### src/rtl/ps2_kbd_ctrl_if.sv
// Handshake bundle between the keyboard controller and the PS/2 rx/tx engines,
// LED requester and scan-code consumer.
interface ps2_kbd_ctrl_if;
    logic [7:0] rx_byte;
    logic       rx_valid;
    logic [7:0] tx_byte;
    logic       tx_send;
    logic       tx_done;
    logic       tx_error;
    logic       led_req;
    logic [2:0] led_mask;
    logic       led_done;
    logic       kbd_ready;
    logic       kbd_error;
    logic [7:0] scan_byte;
    logic       scan_valid;

    modport master (
        input  rx_byte, rx_valid, tx_done, tx_error, led_req, led_mask,
        output tx_byte, tx_send, led_done, kbd_ready, kbd_error, scan_byte, scan_valid
    );

    modport slave (
        output rx_byte, rx_valid, tx_done, tx_error, led_req, led_mask,
        input  tx_byte, tx_send, led_done, kbd_ready, kbd_error, scan_byte, scan_valid
    );
endinterface

### src/rtl/ps2_kbd_ctrl.sv
// PS/2 keyboard controller: reset/self-test bring-up, LED update command
// sequence with resend/timeout retries, and scan-code forwarding while idle.
module ps2_kbd_ctrl #(
    parameter int ACK_TIMEOUT = 1000000,
    parameter int BAT_TIMEOUT = 50000000,
    parameter int MAX_RETRY   = 3
) (
    input logic          clk,
    input logic          rst,
    ps2_kbd_ctrl_if.master bus
);

    localparam int TMAX   = (ACK_TIMEOUT > BAT_TIMEOUT) ? ACK_TIMEOUT : BAT_TIMEOUT;
    localparam int TW_RAW = $clog2(TMAX);
    localparam int TW     = (TW_RAW < 1) ? 1 : TW_RAW;
    localparam int RW_RAW = $clog2(MAX_RETRY + 1);
    localparam int RW     = (RW_RAW < 2) ? 2 : RW_RAW;

    typedef enum logic [3:0] {
        RST_TX, RST_ACK, BAT_WAIT, IDLE, CMD_TX, CMD_ACK, DAT_TX, DAT_ACK, ERROR
    } state_t;

    state_t          state, next_state;
    logic [TW-1:0]   timer;
    logic [RW-1:0]   retry_cnt;
    logic [2:0]      led_latched;
    logic            tx_first;

    logic            load_tx, inc_retry, clr_retry, load_led, fail;
    logic            timeout, rx_ack, rx_resend;

    // A failed attempt from either half of an exchange resends from the TX state.
    function automatic state_t tx_of(input state_t s);
        case (s)
            RST_TX, RST_ACK: tx_of = RST_TX;
            CMD_TX, CMD_ACK: tx_of = CMD_TX;
            DAT_TX, DAT_ACK: tx_of = DAT_TX;
            default:         tx_of = ERROR;
        endcase
    endfunction

    always_ff @(posedge clk) begin
        if (rst) begin
            state       <= RST_TX;
            timer       <= '0;
            retry_cnt   <= '0;
            led_latched <= 3'b000;
            tx_first    <= 1'b1;
        end else begin
            state    <= next_state;
            tx_first <= load_tx;
            if (next_state != state)
                timer <= '0;
            else
                timer <= timer + 1'b1;
            if (clr_retry)
                retry_cnt <= '0;
            else if (inc_retry)
                retry_cnt <= retry_cnt + 1'b1;
            if (load_led)
                led_latched <= bus.led_mask;
        end
    end

    assign rx_ack    = bus.rx_valid && (bus.rx_byte == 8'hFA);
    assign rx_resend = bus.rx_valid && (bus.rx_byte == 8'hFE);
    assign timeout   = (state == BAT_WAIT) ? (timer == TW'(BAT_TIMEOUT - 1))
                                           : (timer == TW'(ACK_TIMEOUT - 1));

    always_comb begin
        next_state = state;
        load_tx    = 1'b0;
        inc_retry  = 1'b0;
        clr_retry  = 1'b0;
        load_led   = 1'b0;
        fail       = 1'b0;

        case (state)
            RST_TX, CMD_TX, DAT_TX: begin
                if (bus.tx_done) begin
                    case (state)
                        RST_TX:  next_state = RST_ACK;
                        CMD_TX:  next_state = CMD_ACK;
                        default: next_state = DAT_ACK;
                    endcase
                end else if (bus.tx_error) begin
                    fail = 1'b1;
                end
            end
            RST_ACK, CMD_ACK, DAT_ACK: begin
                if (rx_ack) begin
                    clr_retry = 1'b1;
                    case (state)
                        RST_ACK: next_state = BAT_WAIT;
                        CMD_ACK: begin
                            next_state = DAT_TX;
                            load_tx    = 1'b1;
                        end
                        default: next_state = IDLE;
                    endcase
                end else if (rx_resend || timeout) begin
                    fail = 1'b1;
                end
            end
            BAT_WAIT: begin
                if (bus.rx_valid && bus.rx_byte == 8'hAA) begin
                    next_state = IDLE;
                    clr_retry  = 1'b1;
                end else if (bus.rx_valid && (bus.rx_byte == 8'hFC || bus.rx_byte == 8'hFD)) begin
                    next_state = ERROR;
                end else if (timeout) begin
                    next_state = ERROR;
                end
            end
            IDLE: begin
                if (bus.led_req) begin
                    load_led   = 1'b1;
                    next_state = CMD_TX;
                    load_tx    = 1'b1;
                end
            end
            ERROR:   next_state = ERROR;
            default: next_state = RST_TX;
        endcase

        if (fail) begin
            if (retry_cnt < RW'(MAX_RETRY)) begin
                next_state = tx_of(state);
                inc_retry  = 1'b1;
                load_tx    = 1'b1;
            end else begin
                next_state = ERROR;
            end
        end
    end

    // tx_byte is decoded from the state so it stays put until the engine answers.
    always_comb begin
        bus.tx_byte = 8'h00;
        if (!rst) begin
            case (state)
                RST_TX:  bus.tx_byte = 8'hFF;
                CMD_TX:  bus.tx_byte = 8'hED;
                DAT_TX:  bus.tx_byte = {5'b00000, led_latched};
                default: bus.tx_byte = 8'h00;
            endcase
        end
    end

    assign bus.tx_send    = tx_first && !rst;
    assign bus.led_done   = !rst && (state == DAT_ACK) && rx_ack;
    assign bus.kbd_ready  = (state == IDLE);
    assign bus.kbd_error  = (state == ERROR);
    assign bus.scan_byte  = bus.rx_byte;
    assign bus.scan_valid = bus.rx_valid && (state == IDLE);

endmodule

### src/flat_wrapper.sv
// flat-port wrapper written by rule: the top's interface ports become plain ports
module ps2_kbd_ctrl_flat 
#(
    parameter int ACK_TIMEOUT = 1000000,
    parameter int BAT_TIMEOUT = 50000000,
    parameter int MAX_RETRY   = 3
)
  (clk, rst, bus_rx_byte, bus_rx_valid, bus_tx_done, bus_tx_error, bus_led_req, bus_led_mask, bus_tx_byte, bus_tx_send, bus_led_done, bus_kbd_ready, bus_kbd_error, bus_scan_byte, bus_scan_valid);
  ps2_kbd_ctrl_if bus_i ();
  input logic clk;
  input logic rst;
  input wire logic [$bits(bus_i.rx_byte)-1:0] bus_rx_byte;
  input wire logic [$bits(bus_i.rx_valid)-1:0] bus_rx_valid;
  input wire logic [$bits(bus_i.tx_done)-1:0] bus_tx_done;
  input wire logic [$bits(bus_i.tx_error)-1:0] bus_tx_error;
  input wire logic [$bits(bus_i.led_req)-1:0] bus_led_req;
  input wire logic [$bits(bus_i.led_mask)-1:0] bus_led_mask;
  output wire logic [$bits(bus_i.tx_byte)-1:0] bus_tx_byte;
  output wire logic [$bits(bus_i.tx_send)-1:0] bus_tx_send;
  output wire logic [$bits(bus_i.led_done)-1:0] bus_led_done;
  output wire logic [$bits(bus_i.kbd_ready)-1:0] bus_kbd_ready;
  output wire logic [$bits(bus_i.kbd_error)-1:0] bus_kbd_error;
  output wire logic [$bits(bus_i.scan_byte)-1:0] bus_scan_byte;
  output wire logic [$bits(bus_i.scan_valid)-1:0] bus_scan_valid;
  assign bus_i.rx_byte = bus_rx_byte;
  assign bus_i.rx_valid = bus_rx_valid;
  assign bus_i.tx_done = bus_tx_done;
  assign bus_i.tx_error = bus_tx_error;
  assign bus_i.led_req = bus_led_req;
  assign bus_i.led_mask = bus_led_mask;
  assign bus_tx_byte = bus_i.tx_byte;
  assign bus_tx_send = bus_i.tx_send;
  assign bus_led_done = bus_i.led_done;
  assign bus_kbd_ready = bus_i.kbd_ready;
  assign bus_kbd_error = bus_i.kbd_error;
  assign bus_scan_byte = bus_i.scan_byte;
  assign bus_scan_valid = bus_i.scan_valid;
  ps2_kbd_ctrl #(.ACK_TIMEOUT(ACK_TIMEOUT), .BAT_TIMEOUT(BAT_TIMEOUT), .MAX_RETRY(MAX_RETRY)) u_core (.clk(clk), .rst(rst), .bus(bus_i));
endmodule
### config.mk
export PLATFORM = sky130hd
export DESIGN_NAME = ps2_kbd_ctrl_flat
export DESIGN_NICKNAME = d
export VERILOG_FILES = /design/src/rtl/ps2_kbd_ctrl_if.sv /design/src/rtl/ps2_kbd_ctrl.sv /design/src/flat_wrapper.sv
export SDC_FILE = /design/constraint.sdc
export NUM_CORES = 1
export LEC_CHECK = 0
export ABC_CLOCK_PERIOD_IN_PS = 3200
export CAP_MARGIN = 0
export CORE_ASPECT_RATIO = 0.9
export CORE_MARGIN = 3
export CORE_UTILIZATION = 35
export CTS_CLUSTER_SIZE = 25
export DETAILED_ROUTE_END_ITERATION = 8
export GPL_TIMING_DRIVEN = 1
export PLACE_DENSITY = 0.57
export REMOVE_ABC_BUFFERS = 1
export SLEW_MARGIN = 20
export SYNTH_ARGS = -nofsm -noshare
export SYNTH_HDL_FRONTEND = slang
export SYNTH_SLANG_ARGS = --single-unit
### constraint.sdc
create_clock -name clk -period 3.2 [get_ports clk]
set_clock_uncertainty 0.05 [all_clocks]
set_input_delay 0.32 -clock clk [delete_from_list [all_inputs] [get_ports clk]]
set_output_delay 0.32 -clock clk [all_outputs]
set_load 0.01 [all_outputs]
; ---- Yosys cells after proc, flatten, opt, wreduce, memory -nomap -nowiden
; Index checks and enable logic that the tools add are counted.
[totals]
ff_bits = 36
in_bits = 17
output_inout_bits = 21
wordCells = 75
[classes]
n_addsub = 2
n_lt_le_gt_ge = 1
n_eq_ne = 16
n_mux = 32
reduce_logical = 19
[op_table]
columns = op, count
row1 = $eq A8 B8 Y1 const B, 5
row2 = $mux W4, 8
row3 = $add A26 B1 Y26 const B, 1
row4 = $eq A26 B20 Y1 const B, 1
row5 = $eq A26 B26 Y1 const B, 1
row6 = $pmux W8 S3, 1
row7 = $pmux W4 S5, 1
row8 = $eq A4 B3 Y1 const B, 4
row9 = $mux W1, 15
row10 = $pmux W3 S2, 2
row11 = $pmux W4 S3, 1
row12 = $reduce_or A2 Y1, 5
row13 = $eq A4 B2 Y1 const B, 2
row14 = $logic_and A1 B1 Y1, 8
row15 = $mux W8, 1
row16 = $pmux W1 S2, 3
row17 = $reduce_or A3 Y1, 2
row18 = $eq A4 B1 Y1 const B, 1
row19 = $eq A4 B4 Y1 const B, 1
row20 = $logic_not A4 Y1, 1
row21 = $ne A4 B4 Y1, 1
row22 = $add A2 B1 Y2 const B, 1
row23 = $logic_or A1 B1 Y1, 2
row24 = $lt A2 B2 Y1 const B, 1
row25 = $logic_not A1 Y1, 1

; ---- Logic depth before layout (Yosys ltp)
[logic_depth]
ltp_word = 9
mapped_depth = 8
ltp_nobuf = 5

; ---- Least setup slack after synthesis
; Ideal clock, no wire load.
[synth_timing]
path_type = register -> register
start = reg u_core.state[2]
end = reg u_core.timer[8]
setup_time_ns = 0.134
t_arrival_ns = 1.934
required_time_ns = 3.016
setup_slack_ns = 1.082
stages_incl_launch_ff = 7
n_path_buf = 1
period_less_slack_ns = 2.118
cell_sequence = dfxtp_1 -> or4b_4 -> nor4_4 -> o21ai_2 -> o32ai_4 -> buf_6 -> nor4_2
[synth_between]
elab_chain_len = 9
word_cells_on_any_way = 33
classes_between = eq/ne: 9 / mux: 16 / reduce/logical: 8
[synth_rtl]
columns = item, line_no
row1 = start: declaration, ps2_kbd_ctrl.sv:23  ; state_t state, next_state;
row2 = start signal: assignment, ps2_kbd_ctrl.sv:50  ; state <= next_state;
row3 = $eq A4 B2 Y1, "ps2_kbd_ctrl.sv:67, ps2_kbd_ctrl.sv:78"
row4 = $mux W1, ps2_kbd_ctrl.sv:67  ; assign timeout = (state == BAT_WAIT) ? (timer == TW'(BAT_TIMEOUT - 1))
row5 = $mux W4 / $logic_or A1 B1 Y1 (equally long branches), "ps2_kbd_ctrl.sv:111, ps2_kbd_ctrl.sv:101"
row6 = $mux W4 / $mux W1 (equally long branches), "ps2_kbd_ctrl.sv:109, ps2_kbd_ctrl.sv:101"
row7 = $mux W4 / $mux W1 (equally long branches), "ps2_kbd_ctrl.sv:106, ps2_kbd_ctrl.sv:91"
row8 = $pmux W4 S5 / $pmux W1 S2 (equally long branches), ps2_kbd_ctrl.sv:78  ; case (state)
row9 = $mux W4, ps2_kbd_ctrl.sv:126  ; if (fail) begin
row10 = $ne A4 B4 Y1 *, ps2_kbd_ctrl.sv:52  ; if (next_state != state)
row11 = $reduce_or A2 Y1 (no line) *, --
row12 = end signal: assignment, ps2_kbd_ctrl.sv:55  ; timer <= timer + 1'b1;
row13 = end: declaration, ps2_kbd_ctrl.sv:24  ; logic [TW-1:0] timer;
; Mark *: on every way between the ends. The rest lies on a longest branch, timed or not.
; A chain may end at the register's enable or synchronous reset.

; ---- Worst setup path after layout
[layout_timing]
start = in bus_rx_byte[2]
end = out bus_led_done
[layout_between]
elab_chain_len = 3
[layout_rtl]
columns = item, line_no
row1 = start: declaration, flat_wrapper.sv:12  ; input wire logic [$bits(bus_i.rx_byte)-1:0] bus_rx_byte;
row2 = $eq A8 B8 Y1, ps2_kbd_ctrl.sv:65  ; assign rx_ack = bus.rx_valid && (bus.rx_byte == 8'hFA);
row3 = $logic_and A1 B1 Y1, ps2_kbd_ctrl.sv:65
row4 = $logic_and A1 B1 Y1, ps2_kbd_ctrl.sv:151  ; assign bus.led_done = !rst && (state == DAT_ACK) && rx_ack;
row5 = end: declaration, flat_wrapper.sv:20  ; output wire logic [$bits(bus_i.led_done)-1:0] bus_led_done;
; Every way passes these cells.

==> results.toml <==
[job]
maxCapViolCount = 0

[sta]
hold_violations = 0
rsz0062_at_grt = "no"
max_slew_margin_pct = 57.2
fmax_mhz = 373
setup_slack_ns = 0.519
setup_viol_count_final = 0
finalCritPeriodShare_pct = 83.8
maxSlewViolCount = 0
tightest_slew_ns = 0.635
timing.final.crit_period_ns = 2.68
finalSetupTns_ns = 0

[finish]
antenna_cells = 0
areaGrowthSynthToFinish_pct = 18.9
final_nets = 355
final_common_cell = "clkdlybuf4s50_1"
layout-drive-gt1-share_pct = 10.7
final_cell_mix = "37 x clkdlybuf4s50_1, 36 x dfxtp_1, 29 x nand2_1, 29 x nor4_1"

[synth]
netlist_instances = 313
synth_seq_area_share_pct = 28.6
synth_enable_flop_cells = 0
synth_cell_types = 57
async_flop_share_pct = 0
syn-cell-area_um2 = 2520
synth_area_per_cell_um2 = 8.06
synth-seq-cells = 36
synthFlopType = "dfxtp_1"
ys_warn_count = 0

[grt]
antenna_found_initial = 0
grt_pass1_vias = 2220
grt_overflow = 0
gr-usage-all-layers_pct = 17.5
grt_max_degree = 27
grt_pass1_wl_mm = 11.4

[die]
die-area_um2 = 8270
io-pin-count = 38
fp.dieW_um = 95.5
num_rows = 28
initial_core_util_pct = 37.1
fp.dieH_um = 86.6
core_um2 = 6800

[clocking]
cts_root_buf = "clkbuf_8"
cts_htree_levels = 2
cts_tree = "built"
cts-resized-gates = 0
cts_setup_buffers = 0
clock-sinks = 36
clk_latency_ns = 0.30
max-clock-path-buffers = 2
cts.hold.buffers_added = 0
cts.clk_slew.worst_paths_ns = 0.07
cts_made_buffers = 5

[worst_setup_path]
r2r_end = "u_core.state[3]"
worstPathMaxFanout = 5
critPathLaunch = "bus_rx_byte[2]"
reg2reg_depth = 7
r2r_slack_ns = 0.58
critPathKind = "input pin to output port"
cp-start-kind = "input pin"
required_ns = 2.83
critPathArrivalTime_ns = 2.31
r2r_start = "u_core.state[1]"
endpoint = "bus_led_done"
crit_path_end_kind = "output port"

[placed_design]
place.gp.congestion = 0.878
dp_slack_ns = 0.501
dp_hpwl_mm = 4.96
portBuffers = 37

[route]
via_per_inst = 5.74
num_vias = 2451
routed_wl_mm = 6.84
drcViolationCount = 0
drt-pass1-iter-count = 4
drt_iter0_markers = 196
wl_per_cell_um = 16.0
ant_nets = 0

[power]
seqPwrFrac_pct = 46.8
p_leak_nw = 0.930
powerDensity_nw_per_um2 = 330
swShare_pct = 27.9
pwr-share-clk_pct = 35.9
p_int_uw = 713
power_frac_comb_pct = 17.3
power_switching_uw = 277
irDropWorstVdd_v = 0.000151

[status]
status = "finished, final reports clean"

[hold_path]
min_path_type = "flop to flop"
==> power groups by stage <==
| stage | clock network, mW | registers [mW] | logic [mW] |
|---|---|---|---|
| final | 0.356 | 0.463 | 0.171 |
| after global routing | 0.387 | 0.465 | 0.185 |
| after CTS | 0.368 | 0.463 | 0.171 |
| after detailed placement | 0 | 0.473 | 0.170 |
| after global placement | 0 | 0.473 | 0.171 |
| after floorplan | 0 | 0.477 | 0.0711 |
==> cell type report <==
type | count | area [um^2]
clock buffers | 6 | 82.6
clock inverters | 2 | 13.8
fillers | 686 | 3800
inverters | 10 | 37.5
multi-input cells | 233 | 1570
flip-flops and latches | 36 | 721
well taps | 90 | 113
repair buffers | 50 | 468
==> worst min-delay path by stage <==
stage,startpoint,endpoint,slack (ns),depth (start not counted)
global placement,u_core.led_latched[2],u_core.led_latched[2],0.39,2
CTS,u_core.led_latched[2],u_core.led_latched[2],0.41,2
floorplan,rst,u_core.led_latched[0],0.34,1
global route,u_core.led_latched[2],u_core.led_latched[2],0.43,2
finish,u_core.led_latched[2],u_core.led_latched[2],0.41,2
detailed placement,u_core.led_latched[2],u_core.led_latched[2],0.40,2
==> per-stage QoR <==
| step | hold slack, ns | instances | power, mW | util [%] | cell area, um^2 |
|---|---|---|---|---|---|
| floorplan | 0.339 | 279 | 0.548 | - | 2320 |
| global placement | 0.394 | 419 | 0.645 | 42.7 | 2900 |
| detailed placement | 0.401 | 419 | 0.643 | 42.7 | 2900 |
| CTS | 0.412 | 427 | 1.00 | 44.1 | 3000 |
| global route | 0.428 | 427 | 1.04 | 44.1 | 3000 |
| finish | 0.411 | 427 | 0.990 | 44.1 | 3000 |
==> flip-flops by register name (all words and copies together), names as in the netlist <==
name                cells
u_core.timer           26
u_core.state            4
u_core.tx_first         1
u_core.retry_cnt        2
u_core.led_latched      3
==> worst max-delay path, cell delays in order <==
cell and delay [ns]:
clkdlybuf4s50_1 0.45, nand4bb_1 0.24, or3_1 0.48, nor4_1 0.22, clkdlybuf4s50_1 0.59
==> synth_stat cells, types with 6 or more instances <==
cell	number	share of area, %
nor3_1	16	3.2
o31a_1	8	2.8
o21a_1	7	2.1
o21ai_0	10	2.0
inv_1	10	1.5
nor4_2	6	3.0
nor4_1	29	7.2
xnor2_1	7	2.4
nand4_1	8	2.0
a21oi_1	9	1.8
o221ai_1	8	2.8
nand3_1	16	3.2
nor2_1	12	1.8
buf_4	12	3.6
nand2_1	29	4.3
dfxtp_1	36	29
clkbuf_1	15	2.2
==> kinds of logic after synthesis <==
group / Yosys count / synth area share, %
buf+inv: 44 / 9.42
simple gates: 151 / 35.9
xor+xnor: 11 / 3.82
mux: 4 / 1.59
compound gates: 65 / 19.7
fa+ha+maj: 2 / 0.991
flops: 36 / 28.6
==> layer usage <==
metal  vias to the layer above  GRT usage, %  wire length [um]
met5                         -             0                 0
met4                         0          6.07                91
li1                       1240             -                 -
met1                      1150          27.6              3580
met2                        55          23.5              2860
met3                         6          2.86               316
Power figures use the tool's default switching activity.
